<file path="config.mk">
export PLATFORM = sky130hd
export DESIGN_NAME = rca_byte_serial_adder
export DESIGN_NICKNAME = d
export VERILOG_FILES = /design/src/rtl/rca_byte_serial_adder_pkg.sv /design/src/rtl/rca_8bit.sv /design/src/rtl/rca_byte_serial_adder.sv
export SDC_FILE = /design/constraint.sdc
export NUM_CORES = 1
export LEC_CHECK = 0
export CORE_ASPECT_RATIO = 1.4
export CORE_UTILIZATION = 40
export DETAILED_ROUTE_END_ITERATION = 7
export GPL_ROUTABILITY_DRIVEN = 0
export PLACE_DENSITY = 0.66
export REMOVE_ABC_BUFFERS = 1
export SETUP_SLACK_MARGIN = 0.5
export SLEW_MARGIN = 5
export SYNTH_ARGS = -nofsm -noshare
export SYNTH_HDL_FRONTEND = slang
export SYNTH_SLANG_ARGS = --single-unit
export TNS_END_PERCENT = 20
</file>
<file path="constraint.sdc">
create_clock -name clk -period 8.3 [get_ports clk]
set_input_delay 2.075 -clock clk [delete_from_list [all_inputs] [get_ports clk]]
set_output_delay 2.075 -clock clk [all_outputs]
set_load 0.02 [all_outputs]
</file>
<file path="src/rtl/rca_byte_serial_adder_pkg.sv">
// Shared constants and state encoding for the byte-serial adder.
// Pure declarations, no logic and no latency.
// Not applicable: carries no handshake of its own.
package rca_byte_serial_adder_pkg;

    // Width of one datapath slice handled per clock.
    localparam int BYTE_W = 8;

    // Controller states; the unused code 2'd3 is folded back to IDLE.
    typedef enum logic [1:0] {
        S_IDLE = 2'd0,
        S_RUN  = 2'd1,
        S_DONE = 2'd2
    } state_t;

endpackage

</file>
<file path="src/rtl/rca_8bit.sv">
// 8-bit ripple-carry adder: sum = a + b + cin, cout = bit 8.
// Purely combinational, zero cycles.
// No handshake; the caller owns all sequencing.
module rca_8bit (
    input  logic [7:0] a,
    input  logic [7:0] b,
    input  logic       cin,
    output logic [7:0] sum,
    output logic       cout
);

    logic [8:0] carry;

    // Ripple the carry through eight full-adder bit cells.
    always_comb begin
        carry    = '0;
        sum      = '0;
        carry[0] = cin;
        for (int i = 0; i < 8; i++) begin
            sum[i]       = a[i] ^ b[i] ^ carry[i];
            carry[i + 1] = (a[i] & b[i]) | (carry[i] & (a[i] ^ b[i]));
        end
        cout = carry[8];
    end

endmodule

</file>
<file path="src/rtl/rca_byte_serial_adder.sv">
// Adds two W-bit operands one byte per clock, LSB first, through a single rca_8bit.
// Accept at edge T0, out_valid from edge T0+NBYTES; next accept no sooner than NBYTES+2 cycles later.
// in_ready only in IDLE; result held in DONE until out_ready, so no operand is taken while a result is pending.
module rca_byte_serial_adder
    import rca_byte_serial_adder_pkg::*;
#(
    parameter  int NBYTES = 4,
    localparam int W      = BYTE_W * NBYTES
) (
    input  logic         clk,
    input  logic         rst,
    input  logic         in_valid,
    output logic         in_ready,
    input  logic [W-1:0] a,
    input  logic [W-1:0] b,
    input  logic         cin,
    output logic         out_valid,
    input  logic         out_ready,
    output logic [W-1:0] sum,
    output logic         cout,
    output logic         busy
);

    localparam int IDX_W = $clog2(NBYTES);
    typedef logic [IDX_W-1:0] idx_t;
    localparam idx_t LAST_IDX = idx_t'(NBYTES - 1);

    state_t         state_q, state_d;
    idx_t           idx_q, idx_d;
    logic           carry_q, carry_d;
    logic [W-1:0]   a_q, a_d;
    logic [W-1:0]   b_q, b_d;
    logic [W-1:0]   sum_q, sum_d;
    logic           cout_q, cout_d;

    logic [BYTE_W-1:0] lane_a;
    logic [BYTE_W-1:0] lane_b;
    logic [BYTE_W-1:0] lane_sum;
    logic              lane_cout;

    // Select the current byte lane of each latched operand.
    always_comb begin
        lane_a = a_q[BYTE_W * idx_q +: BYTE_W];
        lane_b = b_q[BYTE_W * idx_q +: BYTE_W];
    end

    rca_8bit u_rca_8bit (
        .a    (lane_a),
        .b    (lane_b),
        .cin  (carry_q),
        .sum  (lane_sum),
        .cout (lane_cout)
    );

    // Next-state, byte stepping and result assembly.
    always_comb begin
        state_d = state_q;
        idx_d   = idx_q;
        carry_d = carry_q;
        a_d     = a_q;
        b_d     = b_q;
        sum_d   = sum_q;
        cout_d  = cout_q;

        case (state_q)
            S_IDLE: begin
                if (in_valid) begin
                    a_d     = a;
                    b_d     = b;
                    carry_d = cin;
                    idx_d   = '0;
                    state_d = S_RUN;
                end
            end
            S_RUN: begin
                sum_d[BYTE_W * idx_q +: BYTE_W] = lane_sum;
                carry_d = lane_cout;
                if (idx_q == LAST_IDX) begin
                    // Index stays at the top lane so it never leaves 0..NBYTES-1.
                    cout_d  = lane_cout;
                    state_d = S_DONE;
                end else begin
                    idx_d = idx_t'(idx_q + 1'b1);
                end
            end
            S_DONE: begin
                if (out_ready) begin
                    state_d = S_IDLE;
                end
            end
            default: begin
                state_d = S_IDLE;
            end
        endcase
    end

    // State and datapath registers, cleared asynchronously.
    always_ff @(posedge clk or posedge rst) begin
        if (rst) begin
            state_q <= S_IDLE;
            idx_q   <= '0;
            carry_q <= 1'b0;
            a_q     <= '0;
            b_q     <= '0;
            sum_q   <= '0;
            cout_q  <= 1'b0;
        end else begin
            state_q <= state_d;
            idx_q   <= idx_d;
            carry_q <= carry_d;
            a_q     <= a_d;
            b_q     <= b_d;
            sum_q   <= sum_d;
            cout_q  <= cout_d;
        end
    end

    // Handshake flags decode from state alone; data comes straight from flops.
    always_comb begin
        in_ready  = (state_q == S_IDLE);
        out_valid = (state_q == S_DONE);
        busy      = (state_q == S_RUN) || (state_q == S_DONE);
        sum       = sum_q;
        cout      = cout_q;
    end

endmodule

</file>
# --- After elaboration in Yosys (flattened, before gate mapping) ---
# Index checks and enable logic that the tools add are counted.
totals:
  register_bits: 102
  inputBits: 69
  out_inout_bits: 36
  wordCells: 78
classes:
  addsub: 2
  n_eq_ne: 7
  shifts: 4
  n_mux: 10
  n_bitwise: 40
  n_reduce_logical: 8
op_table:
  columns: ["operator", "count"]
  rows:
  - ["variable part select 32 x 6 -> 8 bit", 2]
  - ["negation 5 -> 34 bit", 1]
  - ["variable shift 8 x 34 -> 32 bit, first input constant", 1]
  - ["variable part select 8 x 34 -> 32 bit", 1]
  - ["bitwise mux 32 bit", 1]
  - ["AND 1 bit", 16]
  - ["XOR 1 bit", 16]
  - ["two-way mux 2 bit", 5]
  - ["OR 1 bit", 8]
  - ["!= test 2 bit, second input constant", 3]
  - ["case mux 2 bit (3 select lines)", 1]
  - ["AND reduction 2 bit", 3]
  - ["AND reduction 3 bit", 2]
  - ["== test 2 bit, second input constant", 2]
  - ["case mux 2 bit (2 select lines)", 1]
  - ["adder 2 x 1 -> 2 bit, second input constant", 1]
  - ["== test 2 x 1 -> 1 bit, second input constant", 1]
  - ["zero test 2 bit", 1]
  - ["!= test 2 x 1 -> 1 bit, second input constant", 1]
  - ["case mux 1 bit (2 select lines)", 1]
  - ["nonzero test 2 bit", 1]
  - ["logical OR 1 bit", 1]
  - ["two-way mux 1 bit", 1]

# --- Depth between registers and ports, before layout ---
logic_depth:
  ltp_word: 19
  mapped_depth: 18

# --- By module ---
# Synthesis repeated with hierarchy kept, for this count alone.
unflattened:
  cells_unflattened: 292
  hier_area_um2: 4565.6
by_module_without_submodules:
  columns: ["mod", "n_inst", "cells_each", "area_each_um2"]
  rows:
  - ["rca_byte_serial_adder", 1, 274, 4367.9]
  - ["rca_8bit", 1, 18, 197.7]

# --- Worst setup path after synthesis ---
# No wires, ideal clock.
synth_path:
  path_type: "reg-to-reg"
  startpoint: "reg idx_q[0]"
  endpoint: "reg sum_q[31] (netlist: sum[31])"
  setup_ns: 0.128
  t_arrival_ns: 4.289
  setup_slack_ns: 3.883
  stages_incl_launch_ff: 19
  path_buffers: 3
  period_less_slack_ns: 4.417
  path_cell_list: "dfrtp_1 > buf_4 > buf_4 > buf_4 > mux4_2 > inv_1 > fa_1 > fa_1 > fa_1 > fa_1 > inv_1 > fa_1 > inv_1 > fa_1 > fa_1 > inv_1 > fa_1 > inv_1 > o21ai_0"
synth_via:
  elab_chain_len: 19
synth_rtl:
  columns: ["element", "line_no", "text"]
  rows:
  - ["start, declared", "rca_byte_serial_adder.sv:29", "idx_t idx_q, idx_d;"]
  - ["start signal, assigned", "rca_byte_serial_adder.sv:109", "idx_q <= idx_d;"]
  - ["variable part select 32 x 6 -> 8 bit, on equally long branches", "rca_byte_serial_adder.sv:43, rca_byte_serial_adder.sv:44", null]
  - ["XOR 1 bit", "rca_8bit.sv:20, rca_8bit.sv:21", null]
  - ["AND 1 bit", "rca_8bit.sv:21", "carry[i + 1] = (a[i] & b[i]) | (carry[i] & (a[i] ^ b[i]));"]
  - ["OR 1 bit", "rca_8bit.sv:21", null]
  - ["AND 1 bit", "rca_8bit.sv:21", null]
  - ["OR 1 bit", "rca_8bit.sv:21", null]
  - ["AND 1 bit", "rca_8bit.sv:21", null]
  - ["OR 1 bit", "rca_8bit.sv:21", null]
  - ["[3 not listed]", null, null]
  - ["OR 1 bit", "rca_8bit.sv:21", null]
  - ["AND 1 bit", "rca_8bit.sv:21", null]
  - ["OR 1 bit", "rca_8bit.sv:21", null]
  - ["AND 1 bit", "rca_8bit.sv:21", null]
  - ["OR 1 bit", "rca_8bit.sv:21", null]
  - ["XOR 1 bit", "rca_8bit.sv:20", "sum[i] = a[i] ^ b[i] ^ carry[i];"]
  - ["variable part select 8 x 34 -> 32 bit", "rca_byte_serial_adder.sv:76", "sum_d[BYTE_W * idx_q +: BYTE_W] = lane_sum;"]
  - ["bitwise mux 32 bit (*)", "rca_byte_serial_adder.sv:76", null]
  - ["end signal, assigned", "rca_byte_serial_adder.sv:113", "sum_q <= sum_d;"]
  - ["end, declared", "rca_byte_serial_adder.sv:33", "logic [W-1:0] sum_q, sum_d;"]
# Every way passes the cells marked *; elsewhere a longest branch is shown, timed or not.
# A chain may end at the register's enable or synchronous reset.

# --- Final worst setup path ---
layout_path:
  startpoint: "reg idx_q[0]"
  endpoint: "reg sum_q[23] (netlist: sum[23])"
# Same word-level chain as after synthesis.

==> impl_results.md <==
* Status: completed
* Setup Viol. Count Final at 0
* Period utilization at 53.7%
* Worst reg2reg setup slack at 3.84 ns
* Reg2reg end: sum[23]
* Post-CTS setup buffer count at 0
* Area after DPL at 5780 um^2
* Crit Path Max Fanout at 27
* I/O pin count at 105
* Critical path class: reg -> reg
* CORE AREA at 11300 um^2
* Die height at 129 um
* Main synth FF type: dfrtp_1
* First-iteration detailed-routing DRC count at 80
* Post-synth cell types at 28
* Async set-or-reset flop fraction in the synthesized netlist at 100%
* Vias in the first global route at 3095
* Yosys top cell by area: dfrtp_1
* Worst r2r src: idx_q[0]
* Worst setup SP type: flip-flop
* Ant diodes at 0
* Endpoint type of the worst setup path: flip-flop
* CP required at 8.52 ns
* LEAKAGE at 2.58 nW
* Post-CTS Resized at 0
* Post-route ant nets at 0
* WL final at 9.60 mm
* Beginning of the worst hold path: sum[9]
* Synth warn at 0
* Final min period at 4.46 ns
* GR Overflow Total at 0
* Final hold vios at 0
* Fin. max-slew vios at 0
* CP startpoint: idx_q[0]
* NumNets Final at 526
* Cts bufs inserted at 9
* Power Density at 421 nW/um^2
* Largest net degree at the start of global routing at 81
* Via count at 2980
* Number of flops mapped to enable cells by yosys at 0
* Port-buffer cells at 104
* Worst R2R Path Depth at 16
* CTS tree: built
* Critical Path End: sum[23]
* Floorplan die width at 92.7 um
* Actual slew at the worst max-slew pin at 1.01 ns
* Layout cells sized above 1 at 24.8%
* TritonCTS Sinks at 102
* First-pass GRT wire length at 15.7 mm
* HPWL Detailed at 7.08 mm
* First-pass DRT Iterations at 6
* Worst setup margin at 3.84 ns
* CTS Hold Bufs at 0
* RSZ-0062 raised after global routing: no
* Gr usage total at 17.4%
* Rows at 46
* Avg Synthesized Cell Area at 13.7 um^2
* DRC at 0
* Slew Limit Headroom at 32.6%
* Synth top area cells: dfrtp_1, mux2_2, mux4_2, fa_1, nand2_1
* Post-route cell area at 6090 um^2
* Final Core Density at 54.0%
* Initial antenna violation count at 0
* Fin Setup TNS at 0 ns
* Max Cap Viol at 0
* Mapped Cells at 336
* Hold Crit Class: reg -> reg
* CTS root buf: clkbuf_16
* Worst IR Drop VDD at 0.161 mV
* Die ar. at 12000 um^2
* Reg clk slew, reported paths at 0.06 ns
* #FFs+latches synth at 102
* Vias per cell at 5.07
* Clk_lat worst skew at 0.35 ns
* F_max at 224 MHz
* Routed len/inst at 16.3 um
* Pwr Total at 2.56 mW
* CTS max path bufs at 2
* H-tree Lvls at 3
* Sequential fraction of the synthesis area at 55.4%
* Post-Syn Area at 4610 um^2
* Clock Skew at 0.0112 ns
* Initial Utilization at 40.9%
* Layout area overhead at 32.1%
* Post-synth top area share at 55.4%
* Post-Place Worst Slack at 3.82 ns
* Crit path DAT at 4.67 ns
## through the flow
stage / hold slack [ns] / cells
after floorplan: 0.474 / 321
after global placement: 0.464 / 573
after detailed placement: 0.470 / 573
after CTS: 0.485 / 588
after global routing: 0.510 / 588
final: 0.477 / 588
## synth_stat cells (3+ instances only)
master   instances
buf_4            4
inv_1           25
mux4_2          16
mux2_2          66
fa_1             8
o21ai_2          8
buf_2            9
nand2_1         38
dfrtp_1        102
o21ai_0         25
ha_1             9
a21oi_1          3
## layout by cell type, fill, tap and decap left out, types with 3 or more instances in the layout
master / n
dfrtp_1: 102
a21oi_1: 3
clkdlybuf4s50_1: 104
buf_4: 4
fa_1: 8
ha_1: 9
nand2_1: 37
inv_1: 24
clkbuf_16: 9
o21ai_0: 25
o21ai_2: 8
mux4_2: 16
mux2_2: 66
## critical path, cell delays in order, from the launching register on
cell	delay [ns]
dfrtp_1	0.36
buf_4	0.25
mux4_2	0.38
inv_1	0.05
fa_1	0.37
fa_1	0.38
fa_1	0.40
fa_1	0.37
inv_1	0.08
fa_1	0.16
inv_1	0.05
fa_1	0.37
fa_1	0.38
inv_1	0.08
fa_1	0.42
inv_1	0.12
o21ai_0	0.10
## routing by layer
metal	track usage, %	wire (um)	up-vias
met2	30.7	5220	85
met5	0	0	-
met4	8.42	192	0
li1	-	-	1380
met3	2.00	310	12
met1	21.2	3870	1503
## worst min-delay path by stage
stage	endpoint	slack (ns)	depth (start not counted)
after floorplan	a_q[10]	0.47	1
after global placement	sum[17]	0.46	2
after detailed placement	sum[9]	0.47	2
after CTS	sum[9]	0.48	2
after global routing	sum[9]	0.51	2
final	sum[9]	0.48	2
## state kept, by name, summed over array words and instances (netlist names)
| signal | count |
|---|---|
| b_q | 32 |
| a_q | 32 |
| state_q | 2 |
| sum | 32 |
| idx_q | 2 |
| carry_q | 1 |
| cout | 1 |
## area by class of cell
type	count	area, um^2
fillers	978	5190
flip-flops and latches	102	2550
multi-input cells	194	1880
repair buffers	108	1070
clock buffers	11	233
well taps	144	180
inverters	25	96.3
clock inverters	4	72.6
## logic make-up (layout without fill, tap and decap cells)
group | count (synthesis) | in the layout | synth area share (%)
buf+inv | 40 | 148 | 3.83
flops | 102 | 102 | 55.4
fa+ha+maj | 17 | 17 | 5.92
simple gates | 52 | 52 | 5.18
mux | 82 | 82 | 23.9
compound gates | 43 | 43 | 5.75
## power breakdown
group / internal [mW] / switching (mW)
Combinational: 0.629 / 0.654
Clock: 0.262 / 0.177
Sequential: 0.721 / 0.121
Total: 1.61 / 0.952
(Power assumes the default switching activity.)
